`src/rtl/lsu_multicycle_if.sv`:
```
// Word-aligned req/gnt/rvalid data bus between the load/store unit and memory.
interface lsu_multicycle_if #(
  parameter int unsigned ADDR_W = 32
);
  logic              mem_req;
  logic [ADDR_W-1:0] mem_addr;
  logic              mem_we;
  logic [3:0]        mem_be;
  logic [31:0]       mem_wdata;
  logic              mem_gnt;
  logic              mem_rvalid;
  logic [31:0]       mem_rdata;
  logic              mem_err;

  modport master (
    output mem_req, mem_addr, mem_we, mem_be, mem_wdata,
    input  mem_gnt, mem_rvalid, mem_rdata, mem_err
  );

  modport slave (
    input  mem_req, mem_addr, mem_we, mem_be, mem_wdata,
    output mem_gnt, mem_rvalid, mem_rdata, mem_err
  );
endinterface

```
`src/rtl/lsu_multicycle.sv`:
```
// Multicycle load/store unit: lane steering, sign/zero extension, per-beat response timeout.
// Define LSU_MISALIGNED_SPLIT_EN to split misaligned accesses into two aligned beats.
module lsu_multicycle #(
  parameter int unsigned ADDR_W  = 32,
  parameter int unsigned TIMEOUT = 255
) (
  input  logic              clk,
  input  logic              rst_n,
  input  logic              start,
  input  logic [3:0]        op,
  input  logic [ADDR_W-1:0] addr,
  input  logic [31:0]       wdata,
  output logic              busy,
  output logic              done,
  output logic [31:0]       rdata,
  output logic              exc,
  output logic [31:0]       exc_cause,
  output logic [ADDR_W-1:0] exc_tval,
  lsu_multicycle_if.master  mem
);

  localparam int unsigned CNT_W = (TIMEOUT > 1) ? $clog2(TIMEOUT + 1) : 1;
  localparam logic [31:0] CAUSE_ILLEGAL     = 32'd2;
  localparam logic [31:0] CAUSE_LD_MISALIGN = 32'd4;
  localparam logic [31:0] CAUSE_LD_FAULT    = 32'd5;
  localparam logic [31:0] CAUSE_ST_MISALIGN = 32'd6;
  localparam logic [31:0] CAUSE_ST_FAULT    = 32'd7;

  typedef enum logic [2:0] {
    IDLE = 3'd0, REQ0 = 3'd1, RSP0 = 3'd2, REQ1 = 3'd3, RSP1 = 3'd4, FIN = 3'd5
  } state_t;

  state_t            state_q, state_d;
  logic [CNT_W-1:0]  cnt_q, cnt_d;
  logic [3:0]        op_q, op_d;
  logic [ADDR_W-1:0] addr_q, addr_d;
  logic              busy_q, busy_d, done_q, done_d;
  logic [31:0]       rdata_q, rdata_d;
  logic              exc_q, exc_d;
  logic [31:0]       cause_q, cause_d;
  logic [ADDR_W-1:0] tval_q, tval_d;
  logic              req_q, req_d, we_q, we_d;
  logic [ADDR_W-1:0] maddr_q, maddr_d;
  logic [3:0]        be_q, be_d;
  logic [31:0]       mwdata_q, mwdata_d;

  logic [3:0]  mask_c, be_lo_c;
  logic [31:0] wd_lo_c, raw_c;
  logic [4:0]  sh_c;
  logic        mis_c, timeout_c, fault_c;

`ifdef LSU_MISALIGNED_SPLIT_EN
  logic        mis_q, mis_d;
  logic [3:0]  be_hi_q, be_hi_d, be_hi_c;
  logic [31:0] wd_hi_q, wd_hi_d, wd_hi_c, rd0_q, rd0_d;

  assign be_hi_c = mask_c >> (3'd4 - {1'b0, addr[1:0]});
  assign wd_hi_c = wdata >> (6'd32 - {1'b0, addr[1:0], 3'b000});
`endif

  // Lane mask of the access size, before shifting to the byte offset.
  always_comb begin
    case (op[2:1])
      2'b11:   mask_c = 4'b0001;
      2'b01:   mask_c = 4'b0011;
      2'b10:   mask_c = 4'b1111;
      default: mask_c = 4'b0000;
    endcase
  end

  assign mis_c     = ((op[2:1] == 2'b01) && (addr[1:0] == 2'b11)) ||
                     ((op[2:1] == 2'b10) && (addr[1:0] != 2'b00));
  assign be_lo_c   = mask_c << addr[1:0];
  assign wd_lo_c   = wdata << {addr[1:0], 3'b000};
  assign sh_c      = {addr_q[1:0], 3'b000};
  assign timeout_c = (TIMEOUT != 0) && (cnt_q == CNT_W'(TIMEOUT));
  assign fault_c   = mem.mem_rvalid ? mem.mem_err : timeout_c;

  function automatic logic [31:0] load_ext(input logic [31:0] raw, input logic [2:0] o);
    case (o[2:1])
      2'b11:   return o[0] ? {24'b0, raw[7:0]}  : {{24{raw[7]}}, raw[7:0]};
      2'b01:   return o[0] ? {16'b0, raw[15:0]} : {{16{raw[15]}}, raw[15:0]};
      default: return raw;
    endcase
  endfunction

  always_comb begin
    state_d  = state_q;
    cnt_d    = cnt_q;
    op_d     = op_q;
    addr_d   = addr_q;
    rdata_d  = rdata_q;
    exc_d    = exc_q;
    cause_d  = cause_q;
    tval_d   = tval_q;
    maddr_d  = maddr_q;
    we_d     = we_q;
    be_d     = be_q;
    mwdata_d = mwdata_q;
    raw_c    = '0;
`ifdef LSU_MISALIGNED_SPLIT_EN
    mis_d   = mis_q;
    be_hi_d = be_hi_q;
    wd_hi_d = wd_hi_q;
    rd0_d   = rd0_q;
`endif
    case (state_q)
      IDLE: if (start) begin
        op_d    = op;
        addr_d  = addr;
        rdata_d = '0;
        exc_d   = 1'b0;
        cause_d = '0;
        tval_d  = '0;
        if (op == 4'b0000) begin
          state_d = FIN;
        end else if (op[2:1] == 2'b00) begin
          state_d = FIN;
          exc_d   = 1'b1;
          cause_d = CAUSE_ILLEGAL;
          tval_d  = addr;
`ifndef LSU_MISALIGNED_SPLIT_EN
        end else if (mis_c) begin
          state_d = FIN;
          exc_d   = 1'b1;
          cause_d = op[3] ? CAUSE_LD_MISALIGN : CAUSE_ST_MISALIGN;
          tval_d  = addr;
`endif
        end else begin
          state_d  = REQ0;
          maddr_d  = {addr[ADDR_W-1:2], 2'b00};
          we_d     = ~op[3];
          be_d     = be_lo_c;
          mwdata_d = wd_lo_c;
`ifdef LSU_MISALIGNED_SPLIT_EN
          mis_d   = mis_c;
          be_hi_d = be_hi_c;
          wd_hi_d = wd_hi_c;
`endif
        end
      end
      REQ0, REQ1: if (mem.mem_gnt) begin
        state_d = (state_q == REQ1) ? RSP1 : RSP0;
        cnt_d   = '0;
      end
      RSP0, RSP1: begin
        if (fault_c) begin
          state_d = FIN;
          exc_d   = 1'b1;
          cause_d = op_q[3] ? CAUSE_LD_FAULT : CAUSE_ST_FAULT;
          tval_d  = addr_q;
        end else if (mem.mem_rvalid) begin
`ifdef LSU_MISALIGNED_SPLIT_EN
          if ((state_q == RSP0) && mis_q) begin
            rd0_d    = mem.mem_rdata;
            state_d  = REQ1;
            maddr_d  = maddr_q + ADDR_W'(4);
            be_d     = be_hi_q;
            mwdata_d = wd_hi_q;
          end else begin
            raw_c   = (state_q == RSP1) ? 32'({mem.mem_rdata, rd0_q} >> sh_c)
                                        : mem.mem_rdata >> sh_c;
            state_d = FIN;
            if (op_q[3]) rdata_d = load_ext(raw_c, op_q[2:0]);
          end
`else
          raw_c   = mem.mem_rdata >> sh_c;
          state_d = FIN;
          if (op_q[3]) rdata_d = load_ext(raw_c, op_q[2:0]);
`endif
        end else begin
          cnt_d = cnt_q + CNT_W'(1);
        end
      end
      FIN:     state_d = IDLE;
      default: state_d = IDLE;
    endcase
    busy_d = (state_d != IDLE);
    done_d = (state_d == FIN);
    req_d  = (state_d == REQ0) || (state_d == REQ1);
  end

  always_ff @(posedge clk or negedge rst_n) begin
    if (!rst_n) begin
      state_q  <= IDLE;
      cnt_q    <= '0;
      op_q     <= '0;
      addr_q   <= '0;
      busy_q   <= 1'b0;
      done_q   <= 1'b0;
      rdata_q  <= '0;
      exc_q    <= 1'b0;
      cause_q  <= '0;
      tval_q   <= '0;
      req_q    <= 1'b0;
      maddr_q  <= '0;
      we_q     <= 1'b0;
      be_q     <= '0;
      mwdata_q <= '0;
`ifdef LSU_MISALIGNED_SPLIT_EN
      mis_q    <= 1'b0;
      be_hi_q  <= '0;
      wd_hi_q  <= '0;
      rd0_q    <= '0;
`endif
    end else begin
      state_q  <= state_d;
      cnt_q    <= cnt_d;
      op_q     <= op_d;
      addr_q   <= addr_d;
      busy_q   <= busy_d;
      done_q   <= done_d;
      rdata_q  <= rdata_d;
      exc_q    <= exc_d;
      cause_q  <= cause_d;
      tval_q   <= tval_d;
      req_q    <= req_d;
      maddr_q  <= maddr_d;
      we_q     <= we_d;
      be_q     <= be_d;
      mwdata_q <= mwdata_d;
`ifdef LSU_MISALIGNED_SPLIT_EN
      mis_q    <= mis_d;
      be_hi_q  <= be_hi_d;
      wd_hi_q  <= wd_hi_d;
      rd0_q    <= rd0_d;
`endif
    end
  end

  assign busy          = busy_q;
  assign done          = done_q;
  assign rdata         = rdata_q;
  assign exc           = exc_q;
  assign exc_cause     = cause_q;
  assign exc_tval      = tval_q;
  assign mem.mem_req   = req_q;
  assign mem.mem_addr  = maddr_q;
  assign mem.mem_we    = we_q;
  assign mem.mem_be    = be_q;
  assign mem.mem_wdata = mwdata_q;

endmodule

```
`src/flat_wrapper.sv`:
```
// flat-port wrapper written by rule: the top's interface ports become plain ports
module lsu_multicycle_flat 
#(
  parameter int unsigned ADDR_W  = 32,
  parameter int unsigned TIMEOUT = 255
)
  (clk, rst_n, start, op, addr, wdata, busy, done, rdata, exc, exc_cause, exc_tval, mem_mem_req, mem_mem_addr, mem_mem_we, mem_mem_be, mem_mem_wdata, mem_mem_gnt, mem_mem_rvalid, mem_mem_rdata, mem_mem_err);
  lsu_multicycle_if #(.ADDR_W(ADDR_W)) mem_i ();
  input  logic clk;
  input  logic rst_n;
  input  logic start;
  input  logic [3:0] op;
  input  logic [ADDR_W-1:0] addr;
  input  logic [31:0] wdata;
  output logic busy;
  output logic done;
  output logic [31:0] rdata;
  output logic exc;
  output logic [31:0] exc_cause;
  output logic [ADDR_W-1:0] exc_tval;
  output wire logic [$bits(mem_i.mem_req)-1:0] mem_mem_req;
  output wire logic [$bits(mem_i.mem_addr)-1:0] mem_mem_addr;
  output wire logic [$bits(mem_i.mem_we)-1:0] mem_mem_we;
  output wire logic [$bits(mem_i.mem_be)-1:0] mem_mem_be;
  output wire logic [$bits(mem_i.mem_wdata)-1:0] mem_mem_wdata;
  input wire logic [$bits(mem_i.mem_gnt)-1:0] mem_mem_gnt;
  input wire logic [$bits(mem_i.mem_rvalid)-1:0] mem_mem_rvalid;
  input wire logic [$bits(mem_i.mem_rdata)-1:0] mem_mem_rdata;
  input wire logic [$bits(mem_i.mem_err)-1:0] mem_mem_err;
  assign mem_mem_req = mem_i.mem_req;
  assign mem_mem_addr = mem_i.mem_addr;
  assign mem_mem_we = mem_i.mem_we;
  assign mem_mem_be = mem_i.mem_be;
  assign mem_mem_wdata = mem_i.mem_wdata;
  assign mem_i.mem_gnt = mem_mem_gnt;
  assign mem_i.mem_rvalid = mem_mem_rvalid;
  assign mem_i.mem_rdata = mem_mem_rdata;
  assign mem_i.mem_err = mem_mem_err;
  lsu_multicycle #(.ADDR_W(ADDR_W), .TIMEOUT(TIMEOUT)) u_core (.clk(clk), .rst_n(rst_n), .start(start), .op(op), .addr(addr), .wdata(wdata), .busy(busy), .done(done), .rdata(rdata), .exc(exc), .exc_cause(exc_cause), .exc_tval(exc_tval), .mem(mem_i));
endmodule
```
`config.mk`:
```
export PLATFORM = sky130hd
export DESIGN_NAME = lsu_multicycle_flat
export DESIGN_NICKNAME = d
export VERILOG_FILES = /design/src/rtl/lsu_multicycle_if.sv /design/src/rtl/lsu_multicycle.sv /design/src/flat_wrapper.sv
export SDC_FILE = /design/constraint.sdc
export NUM_CORES = 1
export LEC_CHECK = 0
export BUFFER_PORTS_ARGS = -buffer_cell sky130_fd_sc_hd__buf_4
export CORE_ASPECT_RATIO = 1.75
export CORE_MARGIN = 1.5
export CORE_UTILIZATION = 30
export CTS_BUF_LIST = sky130_fd_sc_hd__clkbuf_4 sky130_fd_sc_hd__clkbuf_8 sky130_fd_sc_hd__clkbuf_16
export DETAILED_ROUTE_END_ITERATION = 16
export PLACE_DENSITY = 0.62
export SYNTH_ARGS = -nofsm -noshare
export SYNTH_HDL_FRONTEND = slang
export SYNTH_SLANG_ARGS = --single-unit
```
`constraint.sdc`:
```
create_clock -name clk -period 3.32 [get_ports clk]
set_input_delay 0.664 -clock clk [delete_from_list [all_inputs] [get_ports clk]]
set_output_delay 0.664 -clock clk [all_outputs]
set_load 0.01 [all_outputs]
```
==> results of run 1 <==
[stage by stage]
stage	power (uW)	util [%]	hold WS, ns
finish	11700	39.8	0.162
global route	12500	39.8	0.168
CTS	11900	39.8	0.156
detailed placement	9570	37.7	0.463
global placement	9480	37.7	0.459
floorplan	7150	-	0.368
[kinds of logic after synthesis]
group / Yosys count / share of synthesized area (%)
simple gates: 271 / 13.3
compound gates: 185 / 15.7
flops: 185 / 50.1
buf+inv: 117 / 6.67
mux: 112 / 13.2
fa+ha+maj: 4 / 0.541
xor+xnor: 3 / 0.487
other cells: 1 / 0.0406
[power groups by stage]
stage	Sequential, uW	Combinational (uW)	Clock, uW
after global routing	4130	5960	2390
final	3990	5470	2260
after detailed placement	4020	5550	0
after CTS	3990	5560	2320
after floorplan	4200	2950	0
after global placement	4010	5470	0
[state kept, by name, indices dropped and copies added (netlist names), 3 cells and up]
register / count
u_core.addr_q: 32
u_core.exc_tval: 32
u_core.mem.mem_wdata: 32
u_core.rdata: 32
u_core.mem.mem_addr: 30
u_core.cnt_q: 8
u_core.mem.mem_be: 4
u_core.op_q: 4
u_core.exc_cause: 3
u_core.state_q: 3
[routing by layer]
layer  vias up  GRT usage [%]  wire length [um]
li1       3503              -                 -
met1      3703           20.4             10800
met2       212           33.0             15500
met3        34           3.83              1360
met4         0           6.84               718
met5         -              0                 0
[cells in the final DEF (no fill, tap or decap), types with 4 or more instances in the layout]
| cell | instances |
|---|---|
| a211oi_1 | 9 |
| a21oi_1 | 32 |
| a221o_1 | 6 |
| a221o_2 | 10 |
| buf_4 | 263 |
| bufinv_16 | 4 |
| clkbuf_16 | 17 |
| clkinvlp_4 | 4 |
| conb_1 | 31 |
| dfrtp_1 | 185 |
| ha_1 | 4 |
| inv_1 | 19 |
| inv_6 | 4 |
| mux2_2 | 67 |
| mux2i_1 | 44 |
| nand2_1 | 169 |
| nand3_1 | 4 |
| nor2_1 | 21 |
| nor2b_1 | 11 |
| nor3_1 | 35 |
| o211ai_1 | 4 |
| o21a_1 | 35 |
| o21ai_0 | 17 |
| o2bb2ai_1 | 22 |
| o32a_1 | 32 |
[how the worst max path moves through the flow]
stage | from | to | slack (ns) | cells past startpoint
6_report | u_core.state_q[1] | u_core.rdata[28] | 0.88 | 4
3_5_place_dp | op[1] | u_core.mem.mem_wdata[14] | 0.69 | 8
2_1_floorplan | op[1] | u_core.mem.mem_be[2] | 1.05 | 8
4_1_cts | u_core.state_q[2] | u_core.mem.mem_addr[23] | 0.89 | 5
5_1_grt | u_core.state_q[1] | u_core.rdata[28] | 0.74 | 4
3_3_place_gp | op[1] | u_core.mem.mem_wdata[29] | 0.75 | 8
[worst reg2reg max path, cell delays in order, from the launching register on]
cell	delay [ns]
dfrtp_1	0.63
xnor2_4	0.16
or4_4	0.66
a211oi_4	0.71
a221o_2	0.23
[area by class of cell]
cell class / instances / share of cell area [%]
flip-flops and latches: 185 / 38.5
multi-input cells: 606 / 34.5
repair buffers: 266 / 16.9
well taps: 387 / 4.03
clock buffers: 18 / 3.66
clock inverters: 14 / 1.73
inverters: 19 / 0.594
diodes: 1 / 0.0208
==> flow_metrics.py, run 1 <==
metrics = {
    "run_status": {
        "status": "completed",
    },
    "grt": {
        "overflow": 0,
        "grt_pass1_wl_um": 44200,
        "antenna_found_initial": 1,
        "grt_max_degree": 98,
        "grt_usage_pct": 18.1,
        "grt_pass1_vias": 7505,
    },
    "timing": {
        "fin_ws_ns": 0.877,
        "fin_tns_setup_ns": 0,
        "finalHoldViolCount": 0,
        "finalSetupViolCount": 0,
        "grt_setup_unrepaired": "false",
        "fin_crit_ns": 2.44,
        "slew_headroom_pct": 28.5,
        "maxSlewViolCount": 0,
        "fin_skew_ns": 0.00985,
        "worstMarginPinSlew_ns": 1.07,
        "period_share_pct": 73.6,
        "fmax_ghz": 0.409,
    },
    "power_and_ir_drop": {
        "clockPowerShare_pct": 19.3,
        "p_int_uw": 7270,
        "pwr-share-seq_pct": 34.0,
        "power_switching_uw": 4450,
        "swShare_pct": 38.0,
        "power_density_nw_per_um2": 976,
        "ir_drop_mv": 0.470,
        "combPwrFrac_pct": 46.7,
        "p_leak_uw": 0.00565,
    },
    "min_path": {
        "hold_path.class": "in2async",
    },
    "critical_path": {
        "worstPathArrival_ns": 2.83,
        "r2r_end": "u_core.rdata[28]",
        "critPathCaptureType": "flip-flop",
        "start_kind": "flip-flop",
        "cpPeakStageDelay_ns": 0.70,
        "cp_slowest_cell": "a211oi_4",
        "r2r_slack_ns": 0.88,
        "reg2reg_from": "u_core.state_q[1]",
        "path_delay_family": "compound AO/OA/AOI/OAI gates",
        "path_cells": "xnor2_4 > or4_4 > a211oi_4 > a221o_2",
        "worstRegToRegCells": 4,
        "path_buf_inv": 0,
        "critPathMaxFanout": 18,
        "worstPathRequired_ns": 3.70,
        "path_class": "reg2reg",
    },
    "detailed_routing": {
        "vias": 7452,
        "drt_wl_total_um": 28400,
        "ant_nets": 0,
        "drt_pass1_iterations": 5,
        "drtIter0Drc": 401,
        "drc": 0,
        "avgViaCountPerCell": 4.98,
        "wl_per_cell_um": 19.0,
    },
    "place": {
        "dp.cells": 1463,
        "dpl_cell_area_um2": 11400,
        "post-place-ws_ns": 0.688,
        "gp_congestion": 0.816,
        "io_buffer_count": 243,
        "detailed_place_hpwl_um": 20400,
    },
    "synth": {
        "synth_cells": 878,
        "synth_ff_type": "dfrtp_1",
        "yosysMostFrequentCell": "dfrtp_1",
        "synth_cell_types": 61,
        "syn_area_um2": 9250,
        "ys_ff_latch": 185,
        "yosysWarnings": 0,
        "synth_edf_count": 0,
        "synth_common_cells": "dfrtp_1, nand2_1, mux2_2, mux2i_1, clkbuf_1",
        "seq_area_frac_synth_pct": 50.1,
        "yosysTopAreaCell": "dfrtp_1",
        "avgSynthCellArea_um2": 10.5,
        "synthArstFlopShare_pct": 100,
        "synth.top_cell.area_share_pct": 50.1,
        "synth_area_leaders": "dfrtp_1, mux2_2, nand2_1, mux2i_1, o32a_1",
    },
    "clocking": {
        "cts_tree": "built",
        "cts_buffers": 17,
        "clk_latency_ns": 0.45,
        "cts_root_buf": "clkbuf_16",
        "post_cts_buffers": 0,
        "htree_levels": 4,
        "postCtsHoldBufs": 0,
        "clkTransAtPathRegs_ns": 0.07,
        "cts_resized": 0,
        "cts_num_sinks": 185,
        "clockBufferDepth": 2,
    },
    "cells_and_area": {
        "fin_cells": 1496,
        "regArea_um2": 4630,
        "nets": 1205,
        "finalInstanceArea_um2": 12000,
        "drive_gt1_share_pct": 35.1,
        "multi_input_area_um2": 4150,
        "fill_cells": 2997,
        "syn2layout_area_growth_pct": 29.9,
    },
    "run": {
        "maxCapViolCount": 0,
    },
    "floorplan": {
        "die_area_um2": 31900,
        "io_pins": 275,
        "rows": 84,
        "initial_core_util_pct": 30.7,
        "coreArea_um2": 30200,
        "die_w_um": 136,
        "die_y_um": 235,
    },
}
No activity file was read; power rests on OpenSTA's default activity.
==> run 2, diff against run 1 <==
Settings changed: PLACE_DENSITY 0.62 to 0.64.
Clock period 3.32 ns to 2.1 ns, I/O delays scaled along.
==> run 2 against run 1 <==
Sequential power up 56%. Sequential share of layout area down 1.0 points. Utilization up 1.1 points. Die area unchanged. Design area up 2.8%. Final cell count up 2.1%. Largest power group unchanged. Non-clock buffer count up 32.
==> flow_metrics.py, run 2 (same netlist as run 1, synthesis figures left out) <==
metrics = {
    "run_status": {
        "status": "completed",
    },
    "grt": {
        "grt_pass1_wl_um": 44500,
        "overflow": 0,
        "grt_pass1_vias": 7677,
        "grt_usage_pct": 18.3,
        "grt_max_degree": 53,
        "antenna_found_initial": 0,
    },
    "timing": {
        "fin_skew_ns": 0.00634,
        "fin_ws_ns": 0.126,
        "finalHoldViolCount": 0,
        "whs_ns": 0.183,
        "maxSlewViolCount": 0,
        "worstMarginPinSlew_ns": 0.909,
        "fin_tns_setup_ns": 0,
        "slew_headroom_pct": 39.2,
        "fmax_ghz": 0.506,
        "period_share_pct": 94.0,
        "finalSetupViolCount": 0,
        "fin_crit_ns": 1.97,
        "grt_setup_unrepaired": "false",
    },
    "place": {
        "io_buffer_count": 243,
        "post-place-ws_ns": -0.183,
        "dp.cells": 1494,
        "detailed_place_hpwl_um": 21200,
        "gp_congestion": 0.805,
    },
    "floorplan": {
        "die_area_um2": 31900,
        "die_w_um": 136,
        "initial_core_util_pct": 30.7,
        "die_y_um": 235,
        "io_pins": 275,
        "coreArea_um2": 30200,
        "rows": 84,
    },
    "clocking": {
        "clkTransAtPathRegs_ns": 0.07,
        "cts_num_sinks": 185,
        "post_cts_buffers": 0,
        "cts_tree": "built",
        "cts_root_buf": "clkbuf_16",
        "cts_buffers": 17,
        "clockBufferDepth": 2,
        "clk_latency_ns": 0.45,
        "htree_levels": 4,
    },
    "cells_and_area": {
        "multi_input_area_um2": 4150,
        "antenna_cells": 0,
        "regArea_um2": 4630,
        "final_core_util_pct": 40.9,
        "fin_cells": 1527,
        "syn2layout_area_growth_pct": 33.5,
        "layout_common_cells": "buf_4, dfrtp_1, nand2_1, mux2_2, mux2i_1",
        "drive_gt1_share_pct": 36.9,
        "layout_commonest_cell": "buf_4",
        "nets": 1237,
        "fill_cells": 2980,
    },
    "detailed_routing": {
        "wl_per_cell_um": 18.7,
        "drc": 0,
        "drt_pass1_iterations": 7,
        "drt_wl_total_um": 28500,
        "drtIter0Drc": 360,
        "avgViaCountPerCell": 4.97,
        "vias": 7587,
        "ant_nets": 0,
    },
    "power_and_ir_drop": {
        "power_density_nw_per_um2": 1530,
        "ir_drop_mv": 0.938,
        "p_leak_uw": 0.00584,
    },
    "critical_path": {
        "critPathMaxFanout": 8,
        "cpPeakStageDelay_ns": 0.48,
        "start_kind": "flip-flop",
        "worstPathRequired_ns": 2.47,
        "path_cells": "ha_1 > and4_1 > a2111o_1 > or3_1 > a21oi_1",
        "cp_slowest_cell": "a2111o_1",
        "path_class": "reg2reg",
        "path_buf_inv": 0,
        "path_delay_family": "compound AO/OA/AOI/OAI gates",
        "critPathCaptureType": "flip-flop",
        "worstPathArrival_ns": 2.35,
    },
    "min_path": {
        "hold_path.class": "in2reg",
    },
    "run": {
        "maxCapViolCount": 0,
    },
}
[run 2: area by class of cell]
| type | instances | area share, % |
|---|---|---|
| well taps | 387 | 3.92 |
| inverters | 19 | 0.578 |
| repair buffers | 298 | 19.4 |
| multi-input cells | 606 | 33.6 |
| clock inverters | 14 | 1.38 |
| clock buffers | 18 | 3.56 |
| flip-flops and latches | 185 | 37.5 |
[run 2: power breakdown]
group | switching [uW] | internal [uW]
Sequential | 1020 | 5220
Combinational | 4620 | 4690
Clock | 1460 | 1910
Total | 7090 | 11800
[run 2: worst paths after layout]
kind | slack [ns] | to | startpoint | depth (start not counted)
max | 0.13 | u_core.cnt_q[7] | u_core.cnt_q[0] | 5
min | 0.18 | u_core.addr_q[19] | addr[19] | 3
max reg2reg | 0.13 | u_core.cnt_q[7] | u_core.cnt_q[0] | 5
min reg2reg | 0.47 | u_core.addr_q[21] | u_core.addr_q[21] | 2
max in group asynchronous | 0.92 | u_core.exc_tval[16] | rst_n | 3
min in group asynchronous | 0.48 | u_core.mem.mem_addr[19] | rst_n | 2
[run 2: worst register-to-register path, stage by stage (launching register included)]
cell and delay (ns):
dfrtp_1 0.42, ha_1 0.24, and4_1 0.23, a2111o_1 0.48
or3_1 0.38, a21oi_1 0.15
[run 2: timing repair]
action	4_1_cts	5_1_grt
resized for setup	0	2
endpoints found under the hold margin	40	0
hold buffers	1	0
endpoints found under the setup margin	0	22
[run 2: layer usage]
layer | up-vias | GRT usage, % | wire (um) | share of wire, %
met5 | - | 0 | 0 | 0
met4 | 0 | 7.46 | 832 | 2.9
met3 | 40 | 3.70 | 1240 | 4.3
li1 | 3562 | - | - | -
met1 | 3753 | 20.3 | 10900 | 38
met2 | 232 | 33.4 | 15600 | 55
[run 2: through the flow]
step                      total power (uW)  cell area (um2)
after floorplan                      11300             9360
after global placement               15500            11700
after detailed placement             15700            11700
after CTS                            19200            12300
after global routing                 20100            12300
final                                18900            12300
==> run 3, diff against run 2 <==
Settings changed: ABC_AREA set to 1, CORE_ASPECT_RATIO 1.75 to unset.
==> run 3 against run 2 <==
Area after synthesis up 0.45%. Critical path depth grew 3. Synthesized cell count grew 41%. Design area shrank 2.4%. Flip-flop and latch count stayed put. Sequential share of layout area is 0.93 points higher. Via count grew 15%. First-iteration DRC count is 44% higher. Register-to-register slack better by 0.15 ns. Combinational power shrank 19%.
==> flow_metrics.py, run 3 <==
metrics = {
    "clocking": {
        "cts_root_buf": "clkbuf_16",
        "cts_buffers": 17,
        "htree_levels": 4,
        "cts_num_sinks": 185,
        "cts_tree": "built",
        "clockBufferDepth": 2,
        "clkTransAtPathRegs_ns": 0.07,
        "post_cts_buffers": 0,
        "clk_latency_ns": 0.44,
    },
    "place": {
        "detailed_place_hpwl_um": 19900,
        "gp_congestion": 0.879,
        "dpl_cell_area_um2": 11400,
        "io_buffer_count": 243,
    },
    "critical_path": {
        "critPathMaxFanout": 38,
        "critical_path_depth": 8,
        "worstRegToRegCells": 8,
        "path_class": "reg2reg",
        "path_delay_family": "simple AND/OR/NAND/NOR gates",
        "endpoint": "u_core.exc_tval[25]",
        "path_cells": "inv_1 > nand3_1 > nand2_4 > nand3_1 > nand2_2 > buf_6 > nand2_1 > nand2_1",
        "cp_slowest_cell": "dfrtp_1",
        "cp-startpoint": "u_core.state_q[2]",
        "r2r_slack_ns": 0.28,
        "path_buf_inv": 2,
        "worstPathRequired_ns": 2.48,
        "worstPathArrival_ns": 2.20,
        "cpPeakStageDelay_ns": 0.40,
        "start_kind": "flip-flop",
        "r2r_end": "u_core.exc_tval[25]",
        "reg2reg_from": "u_core.state_q[2]",
        "critPathCaptureType": "flip-flop",
    },
    "synth": {
        "synthArstFlopShare_pct": 100,
        "synthMuxAreaShare_pct": 0.108,
        "yosysMostFrequentCell": "nand2_1",
        "synthXorXnorAreaFrac_pct": 0.189,
        "synth_common_cells": "nand2_1, dfrtp_1, nand3_1, o21ai_0, buf_4",
        "synth.top_cell.area_share_pct": 49.8,
        "synth_edf_count": 0,
        "synth_ff_type": "dfrtp_1",
        "synthAdderAreaFrac_pct": 0.539,
        "avgSynthCellArea_um2": 7.49,
        "yosys.area_share.simple_pct": 35.7,
        "yosysWarnings": 0,
        "seq_area_frac_synth_pct": 49.8,
        "ys_ff_latch": 185,
        "synth_compound_area_share_pct": 5.47,
        "syn_area_um2": 9290,
        "synth_area_leaders": "dfrtp_1, nand2_1, nand3_1, buf_4, o21ai_0",
        "synth_top_family_by_area": "simple AND/OR/NAND/NOR gates",
        "synth_cells": 1241,
        "synth_cell_types": 32,
        "yosysTopAreaCell": "dfrtp_1",
    },
    "detailed_routing": {
        "drtIter0Drc": 520,
        "ant_nets": 0,
        "wl_per_cell_um": 15.1,
        "drc": 0,
        "drt_pass1_iterations": 5,
        "drt_wl_total_um": 28200,
        "vias": 8737,
        "avgViaCountPerCell": 4.68,
    },
    "grt": {
        "grtUsageMet3_pct": 4.79,
        "antenna_found_initial": 0,
        "grt_usage_pct": 17.8,
        "gr-usage-met2_pct": 28.7,
        "use_met1_pct": 23.2,
        "grt_pass1_vias": 8228,
        "overflow": 0,
        "grt_pass1_wl_um": 44100,
        "grt_max_degree": 57,
        "busiest_layer": "met2",
    },
    "run": {
        "maxCapViolCount": 0,
    },
    "cells_and_area": {
        "antenna_cells": 0,
        "finalInstanceArea_um2": 12000,
        "layout_common_cells": "nand2_1, buf_4, dfrtp_1, nand3_1, o21ai_0",
        "syn2layout_area_growth_pct": 29.7,
        "nets": 1569,
        "layout_commonest_cell": "nand2_1",
        "drive_gt1_share_pct": 22.1,
    },
    "power_and_ir_drop": {
        "p_total_uw": 16700,
        "power_density_nw_per_um2": 1390,
        "p_leak_uw": 0.00670,
        "ir_drop_mv": 0.607,
    },
    "timing": {
        "fin_tns_setup_ns": 0,
        "whs_ns": 0.194,
        "finalHoldViolCount": 0,
        "fin_crit_ns": 1.82,
        "finalSetupViolCount": 0,
        "grt_setup_unrepaired": "false",
        "maxSlewViolCount": 0,
        "fin_skew_ns": 0.0124,
        "fmax_ghz": 0.549,
        "period_share_pct": 86.8,
    },
    "run_status": {
        "status": "completed",
    },
    "floorplan": {
        "coreArea_um2": 30500,
        "die_area_um2": 32000,
        "die_y_um": 179,
        "die_w_um": 179,
        "io_pins": 275,
        "rows": 64,
        "initial_core_util_pct": 30.4,
    },
    "min_path": {
        "hold_path.class": "in2reg",
    },
}
run 3: changes by cell type after synthesis, moves of 15 or more:
cell / delta
mux2_2: -67
mux2i_1: -43
o2bb2ai_1: -22
a21oi_1: -15
o32a_1: -32
o21ai_0: +34
clkbuf_1: -23
buf_2: +20
nor3_1: -35
nand3_1: +105
o21a_1: -35
nand2_1: +499
run 3: kinds of logic after synthesis:
family          Yosys count
simple gates            820
flops                   185
buf+inv                 136
compound gates           92
fa+ha+maj                 4
xor+xnor                  2
other cells               1
mux                       1
run 3: where the power goes:
part           total (uW)  internal [uW]  leakage [uW]  switching [uW]
Sequential           5830           4960       0.00241             867
Combinational        7550           2990       0.00400            4560
Clock                3340           1850      0.000297            1490
Total               16700           9800       0.00670            6920
run 3: worst min path at each step:
stage,endpoint,start,slack (ns),cells after the start
finish,u_core.addr_q[11],addr[11],0.19,3
CTS,u_core.addr_q[12],addr[12],0.17,3
global route,u_core.addr_q[21],addr[21],0.18,3
detailed placement,u_core.rdata[4],rst_n,0.43,1
global placement,u_core.rdata[5],rst_n,0.43,1
floorplan,u_core.addr_q[0],rst_n,0.12,0
run 3: routing by layer:
layer | up-vias | part of all wire [%]
met2 | 307 | 47
met3 | 21 | 8.6
li1 | 4279 | -
met5 | - | 0
met1 | 4130 | 43
met4 | 0 | 1.4
run 3: layout make-up:
class                           count  area (um2)
Fill cell                        3175       18500
Sequential cell                   185        4630
Multi-Input combinational cell    951        4030
Timing Repair Buffer              269        2160
Tap cell                          396         495
Clock buffer                       20         460
Clock inverter                     11         138
Inverter                           35         133
run 3: through the flow:
stage	setup slack (ns)	util, %	std cells
2_1_floorplan	0.486	-	1271
3_3_place_gp	0.206	37.4	1834
3_5_place_dp	0.131	37.4	1834
4_1_cts	0.102	39.4	1866
5_1_grt	0.0681	39.5	1867
6_report	0.277	39.5	1867
run 3: timing repair:
action	CTS	global route
endpoints found under the hold margin	49	0
hold buffers	1	0
gates resized for setup	0	3
setup endpoints to repair	0	30
run 3: tightest hold or removal path, cell delays in order:
cell,delay (ns)
buf_4,0.09
nand2_1,0.05
nand2_1,0.05
